**config.mk**
```make
export PLATFORM = sky130hd
export DESIGN_NAME = clock_counter_gated
export DESIGN_NICKNAME = d
export VERILOG_FILES = /design/src/rtl/clock_counter_gated.sv
export SDC_FILE = /design/constraint.sdc
export NUM_CORES = 1
export LEC_CHECK = 0
export BUFFER_PORTS_ARGS = -buffer_cell sky130_fd_sc_hd__buf_4
export CORE_MARGIN = 2
export CORE_UTILIZATION = 45
export CTS_CLUSTER_DIAMETER = 50
export CTS_CLUSTER_SIZE = 10
export DETAILED_ROUTE_END_ITERATION = 7
export PLACE_DENSITY_LB_ADDON = 0.1
export SLEW_MARGIN = 20
export SYNTH_ARGS = -nofsm -noshare
export SYNTH_HDL_FRONTEND = slang
export SYNTH_SLANG_ARGS = --single-unit
```
**constraint.sdc**
```tcl
create_clock -name clk -period 7.1 [get_ports clk]
set_input_delay 1.42 -clock clk [delete_from_list [all_inputs] [get_ports clk]]
set_output_delay 1.42 -clock clk [all_outputs]
set_load 0.01 [all_outputs]
```
**src/rtl/clock_counter_gated.sv**
```systemverilog
// Gated multi-channel edge counter for slow asynchronous clocks and strobes.
// Counts selected edges per channel over a window of clk cycles, then latches results.
module clock_counter_gated #(
  parameter int NCH    = 4,
  parameter int WIDTH  = 32,
  parameter int SYNC   = 3,
  parameter int GWIDTH = 32
) (
  input  logic                 clk,
  input  logic                 reset_n,
  input  logic [NCH-1:0]       sclk,
  input  logic [1:0]           edge_mode,
  input  logic                 continuous,
  input  logic [GWIDTH-1:0]    gate_period,
  input  logic                 start,
  input  logic                 abort,
  output logic                 busy,
  output logic                 valid,
  output logic [NCH*WIDTH-1:0] count,
  output logic [NCH-1:0]       overflow
);

  typedef enum logic {
    S_IDLE,
    S_MEASURE
  } state_t;

  state_t r_state;
  state_t w_state_nxt;

  logic [NCH-1:0]    r_sync [SYNC];
  logic [NCH-1:0]    r_hist;
  logic [1:0]        r_mode;
  logic              r_cont;
  logic [GWIDTH-1:0] r_gcnt;
  logic [WIDTH-1:0]  r_acc [NCH];
  logic [NCH-1:0]    r_ovf;
  logic [NCH*WIDTH-1:0] r_count;
  logic [NCH-1:0]    r_overflow;
  logic              r_valid;

  logic [NCH-1:0]    w_rise;
  logic [NCH-1:0]    w_fall;
  logic [NCH-1:0]    w_edge;
  logic [WIDTH-1:0]  w_acc_nxt [NCH];
  logic [NCH-1:0]    w_ovf_nxt;
  logic              w_meas;
  logic              w_gp_nz;
  logic              w_start;
  logic              w_last;
  logic              w_rearm;

  // Synchroniser chain plus history flop, free running.
  always_ff @(posedge clk) begin
    if (!reset_n) begin
      for (int s = 0; s < SYNC; s++) begin
        r_sync[s] <= '0;
      end
      r_hist <= '0;
    end else begin
      r_sync[0] <= sclk;
      for (int s = 1; s < SYNC; s++) begin
        r_sync[s] <= r_sync[s-1];
      end
      r_hist <= r_sync[SYNC-1];
    end
  end

  assign w_rise = r_sync[SYNC-1] & ~r_hist;
  assign w_fall = ~r_sync[SYNC-1] & r_hist;

  always_comb begin
    w_edge = '0;
    unique case (r_mode)
      2'b00:   w_edge = w_rise;
      2'b01:   w_edge = w_fall;
      2'b10:   w_edge = w_rise | w_fall;
      default: w_edge = '0;
    endcase
  end

  assign w_meas  = (r_state == S_MEASURE);
  assign w_gp_nz = (gate_period != '0);
  assign w_start = !w_meas && start && !abort && w_gp_nz;
  assign w_last  = w_meas && !abort
                && (r_gcnt == GWIDTH'(1));
  assign w_rearm = w_last && r_cont && w_gp_nz;

  // Saturating accumulate; overflow marks an edge lost at all-ones.
  always_comb begin
    for (int i = 0; i < NCH; i++) begin
      w_acc_nxt[i] = r_acc[i];
      w_ovf_nxt[i] = r_ovf[i];
      if (&r_acc[i]) begin
        w_ovf_nxt[i] = r_ovf[i] | w_edge[i];
      end else begin
        w_acc_nxt[i] = r_acc[i]
                     + {{(WIDTH-1){1'b0}}, w_edge[i]};
      end
    end
  end

  always_comb begin
    w_state_nxt = r_state;
    unique case (r_state)
      S_IDLE: begin
        if (w_start) w_state_nxt = S_MEASURE;
      end
      S_MEASURE: begin
        if (abort) begin
          w_state_nxt = S_IDLE;
        end else if (w_last && !w_rearm) begin
          w_state_nxt = S_IDLE;
        end
      end
      default: w_state_nxt = S_IDLE;
    endcase
  end

  always_ff @(posedge clk) begin
    if (!reset_n) begin
      r_state <= S_IDLE;
    end else begin
      r_state <= w_state_nxt;
    end
  end

  always_ff @(posedge clk) begin
    if (!reset_n) begin
      r_mode <= '0;
      r_cont <= 1'b0;
      r_gcnt <= '0;
    end else if (w_start) begin
      r_mode <= edge_mode;
      r_cont <= continuous;
      r_gcnt <= gate_period;
    end else if (w_rearm) begin
      r_gcnt <= gate_period;
    end else if (w_meas && abort) begin
      r_gcnt <= '0;
    end else if (w_meas) begin
      r_gcnt <= r_gcnt - GWIDTH'(1);
    end
  end

  // Re-arm seeds zero: the final cycle's edge goes to the result only.
  always_ff @(posedge clk) begin
    if (!reset_n) begin
      for (int i = 0; i < NCH; i++) begin
        r_acc[i] <= '0;
      end
      r_ovf <= '0;
    end else if (w_start || w_rearm) begin
      for (int i = 0; i < NCH; i++) begin
        r_acc[i] <= '0;
      end
      r_ovf <= '0;
    end else if (w_meas && !abort) begin
      for (int i = 0; i < NCH; i++) begin
        r_acc[i] <= w_acc_nxt[i];
      end
      r_ovf <= w_ovf_nxt;
    end
  end

  always_ff @(posedge clk) begin
    if (!reset_n) begin
      r_count    <= '0;
      r_overflow <= '0;
      r_valid    <= 1'b0;
    end else begin
      r_valid <= w_last;
      if (w_last) begin
        for (int i = 0; i < NCH; i++) begin
          r_count[i*WIDTH +: WIDTH] <= w_acc_nxt[i];
        end
        r_overflow <= w_ovf_nxt;
      end
    end
  end

  assign busy     = w_meas;
  assign valid    = r_valid;
  assign count    = r_count;
  assign overflow = r_overflow;

endmodule

```
**Word level (Yosys, flattened, before mapping)**

Memories as Yosys holds them, arrays and structs flattened.
Cells that the tools add are included.

- Flip-flop bits (word level): 177
- RAM bits: 140
- Input bits: 43
- Memories kept: 2

- $add $sub $neg: 5
- Equal/unequal tests: 3
- Multiplexer cells: 37
- Bitwise logic cells: 22
- Reductions and logical operators: 21

Memory list:

| name | depth | bits a word | read ports | clocked after memory_dff | wr ports | RTL line | text |
|---|---|---|---|---|---|---|---|
| r_acc | 4 | 32 | 4 | 0 | 4 | 36 | `logic [WIDTH-1:0] r_acc [NCH];` |
| r_sync | 3 | 4 | 3 | 0 | 3 | 31 | `logic [NCH-1:0] r_sync [SYNC];` |

Operators with widths:

| operator | count |
|---|---|
| $mux W32 | 16 |
| $add A32 B1 Y32 | 4 |
| $reduce_and A32 Y1 | 4 |
| $eq A32 B1 Y1 const B | 1 |
| $reduce_bool A32 Y1 | 1 |
| $sub A32 B1 Y32 const B | 1 |
| $mux W1 | 16 |
| $or A1 B1 Y1 | 15 |
| $mux W4 | 3 |
| $pmux W4 S3 | 1 |
| $logic_and A1 B1 Y1 | 9 |
| $and A4 B4 Y4 | 2 |
| $not A4 Y4 | 2 |
| $or A4 B4 Y4 | 1 |
| $reduce_bool A4 Y1 | 1 |
| $logic_not A1 Y1 | 3 |
| $eq A2 B1 Y1 const B | 1 |
| $eq A2 B2 Y1 const B | 1 |
| $logic_not A2 Y1 | 1 |
| $not A1 Y1 | 2 |
| $pmux W1 S2 | 1 |
| $reduce_or A2 Y1 | 1 |
| $logic_or A1 B1 Y1 | 1 |

**Depth between registers and ports, before layout**

- Word-level depth: 11
- Gate-level depth with buffers: 13
- Mapped depth without buffers: 12

**Least setup slack after synthesis**

No wires, ideal clock.

- Kind: input port to flip-flop
- From: in gate_period[17]
- To: mem r_acc[0][0], enable pin
- Library setup time: 0.488 ns
- Arrival: 3.715 ns
- Data required time: 6.612 ns
- Slack: 2.897 ns
- Cell stages on the path: 6
- Path buffers: 1
- Path through: nor4_1 > nand4_1 > o211a_1 > clkbuf_1 > a211oi_1 > nand2_1

RTL lines:

| item | RTL line | text |
|---|---|---|
| start: declaration | 14 | `input logic [GWIDTH-1:0] gate_period,` |
| end: declaration | 36 |  |

==> parameters.txt <==
Parameter                              Value

Pwr
  Post-layout total power    4.11 mW
  Areal power density over the cells    233 nW/µm²
  Worst-case vdd ir drop    between 0.0001 and 0.00015 V
  Lkg Pwr    roughly 6.2 nW

Timing
  Worst hold margin    between 0.4 and 0.5 ns
  Final slew viol count    0
  PnR worst setup slack    between 2 and 3 ns
  RSZ-0062 raised after global routing    no
  Transition time at the pin with the least slew margin    0.943 ns
  Setup TNS after final layout    0 ns
  Period utilisation layout    0.587
  Slew headroom    0.371
  Max Clk Rate    0.240 GHz
  Tmin final    between 4 and 5 ns
  Setup-failing EPs final    0
  Hold Vio Cnt, Final    0
  Setup skew after layout    between 0.015 and 0.02 ns

Logic synthesis
  Number of warning messages in the yosys log    0
  EDFF count, synth    96
  Portion of synthesized cell area occupied by the leading cell type    0.297
  Cell taking the most area after synthesis    dfxtp_1
  Post-synthesis instance total    between 1500 and 2000
  Post-synthesis instance area    between 10000 and 15000 µm²
  Sequential element share of the synthesized area    0.490
  Seq cells post-synth    317
  Most used flip-flop cell after synthesis    dfxtp_1
  Post-Synthesis Net Count    approximately 1700
  Leading cell types by total area after synthesis    dfxtp_1 (30%), edfxtp_1 (19%), nor2_1 (5.5%)
  Average footprint of a synthesized cell    between 9 and 10 µm²
  Count of different cell masters after synthesis    73
  Share of flip-flops with an asynchronous set or reset    0

GRT
  Pin count of the biggest net entering global routing    96
  Via count of the first global-routing pass    ~12000
  Remaining global-route overflow    0
  Overall global routing resource usage    0.232
  Number of antenna violations at the first check in global routing    0
  Wire length of the first global-routing pass    ~64000 µm

Clock network
  Worst-case clock buffer depth    3
  Clock Sink Count    317
  Post_cts resized    0
  Setup fix buffers added after clock tree synthesis    0
  H-tree depth    2
  Hold Buf Count CTS    0
  Root Buffer    clkbuf_16
  TritonCTS buffer count    40
  Worst-skew pair later-pin latency    about 0.53 ns
  CTS tree    yes
  Clock slew seen by the registers of the worst setup and hold paths    roughly 0.050 ns

Layout
  Final non-filler cell total    approximately 2200
  Final-stage net count    about 1800
  Core Util, Final    0.542
  Antenna diode instance count    0
  Share of cells above drive strength 1    0.151
  Summed area of non-filler cells in the final layout    around 18000 µm²
  P&R area growth vs syn    18.6%
  Fill cell total of the finished layout    3077

Worst setup path
  Critical setup path kind    reg -> reg
  Crit start category    register
  Data required, critical path    around 7.3 ns
  Worst setup EP type    register
  Data arrival at the endpoint of the critical path    between 4 and 5 ns
  Critical path fanouts, max    76

Detailed routing
  Post-DR vias/cell    5.67
  Average wire per cell in the routed design    approximately 18 µm
  DRT iter0 DRCs    about 800
  Detailed-routing iteration count for the pre-antenna-repair pass    5
  Post-detailed-route count of antenna-violating nets    0
  Residual DRC count    0
  Sum of routed wire length over all layers    approximately 40000 µm
  Number of vias in the routed layout    between 10000 and 15000

Place
  Placed standard-cell area    16500 µm²
  Post-DP HPWL    around 27000 µm
  Dpl ws    2.51 ns
  Port Buffers    roughly 180
  Gpl congestion    between 0.8 and 0.9
  Placed insts    2174

Die
  Horiz. Die Dim    186 µm
  Site row count    66
  Total I/O pin count    around 180
  Core area    approximately 33000 µm²
  Starting utilization of the core area    0.457
  Area of the die    34600 µm²
  Overall die height    186 µm

Worst hold path
  Class of the most critical hold timing path    reg -> reg

Run
  Number of max-cap violations    0

Status
  Run status    complete, no violations
[layer usage]
metal	wire length, µm	vias to the layer above	GRT usage
met5	0	-	0
met1	18300	6036	0.316
met3	2100	63	0.0354
met2	18900	346	0.381
li1	-	6258	-
met4	941	0	0.0665
[sequential cells by signal, summed over array words and instances, names as in the netlist]
| signal | flops |
|---|---|
| valid | 1 |
| busy | 1 |
| r_mode | 2 |
| r_sync | 12 |
| count | 128 |
| r_cont | 1 |
| r_hist | 4 |
| overflow | 4 |
| r_gcnt | 32 |
| r_ovf | 4 |
| r_acc | 128 |
[power breakdown]
part	switching, mW	internal (mW)
combinational	0.168	0.0883
sequential	0.0557	1.92
clock	0.758	1.12
[worst max-delay path, cell delays in order (launching register included)]
cell      delay (ns)
dfxtp_1         0.37
nor4_1          0.41
nand3_1         0.57
nor4_4          0.42
buf_4           0.61
a211oi_2        0.34
buf_4           0.25
nand2_1         0.47
buf_4           0.38
[cell usage after synthesis (3+ instances only)]
cell and number:
a211oi_1 53, a21oi_1 122, a31oi_1 9, and2_1 19, and3_1 24, and4_1 17
buf_1 4, buf_2 24, buf_4 4, buf_6 4, clkbuf_1 74, dfxtp_1 221
edfxtp_1 96, ha_1 18, inv_1 21, mux2i_1 9, nand2_1 98, nand3_1 81
nand4_1 63, nor2_1 217, nor3_1 50, nor3b_1 5, nor4_1 35, o211ai_1 8
o21a_1 4, o21ai_0 130, o221ai_1 8, o22ai_1 5, or2_2 3, or3_1 25
or4_1 12, xnor2_1 73, xor2_1 53
[worst paths after layout]
kind / cells past startpoint / slack [ns] / endpoint / startpoint
worst max-delay path: 8 / 2.93 / r_acc[0][25]$_SDFFCE_PN0P_ / r_gcnt[8]$_SDFFE_PN0P_
worst min-delay path: 1 / 0.43 / r_sync[0][5]$_SDFF_PN0_ / r_sync[0][1]$_SDFF_PN0_
worst max register to register: 8 / 2.93 / r_acc[0][25]$_SDFFCE_PN0P_ / r_gcnt[8]$_SDFFE_PN0P_
worst min register to register: 1 / 0.43 / r_sync[0][5]$_SDFF_PN0_ / r_sync[0][1]$_SDFF_PN0_
[cells in the final DEF (no fill, tap or decap), drive strengths merged, types with 3 or more instances in the layout]
| master | n |
|---|---|
| dfxtp | 221 |
| nor2 | 217 |
| buf | 197 |
| o21ai | 133 |
| a21oi | 123 |
| nand2 | 98 |
| edfxtp | 96 |
| nand3 | 81 |
| xnor2 | 73 |
| nand4 | 63 |
| clkbuf | 60 |
| a211oi | 54 |
| xor2 | 53 |
| nor3 | 50 |
| nor4 | 39 |
| or3 | 25 |
| inv | 25 |
| and3 | 24 |
| and2 | 19 |
| ha | 18 |
| and4 | 17 |
| or4 | 14 |
| mux2i | 9 |
| a31oi | 9 |
| o211ai | 9 |
| o221ai | 8 |
| nor3b | 6 |
| o22ai | 5 |
| o21a | 4 |
| or2 | 4 |
| clkinv | 4 |
| o2111ai | 3 |
| nand3b | 3 |
[layout make-up]
cell class | instances | area, µm² | share of cell area
multi-input combinational | 1196 | 7060 | 0.399
inverter | 22 | 82.6 | 0.00467
timing repair buffer | 197 | 1480 | 0.0837
tap | 442 | 553 | 0.0313
clock inverter | 8 | 77.6 | 0.00439
sequential | 317 | 7310 | 0.413
clock buffer | 60 | 1120 | 0.0632
[cells by family (layout without fill, tap and decap cells)]
logic type / after synthesis / count (layout) / share of synthesized area
buffers and inverters: 132 / 287 / 0.0383
AO/OA/AOI/OAI: 374 / 374 / 0.149
AND/OR/NAND/NOR: 667 / 667 / 0.225
adder cells (fa/ha/maj): 18 / 18 / 0.0151
XOR/XNOR: 126 / 126 / 0.0740
flip-flops: 317 / 317 / 0.490
multiplexers: 11 / 11 / 0.00755
Note: power is estimated with default switching activity, not from simulation.
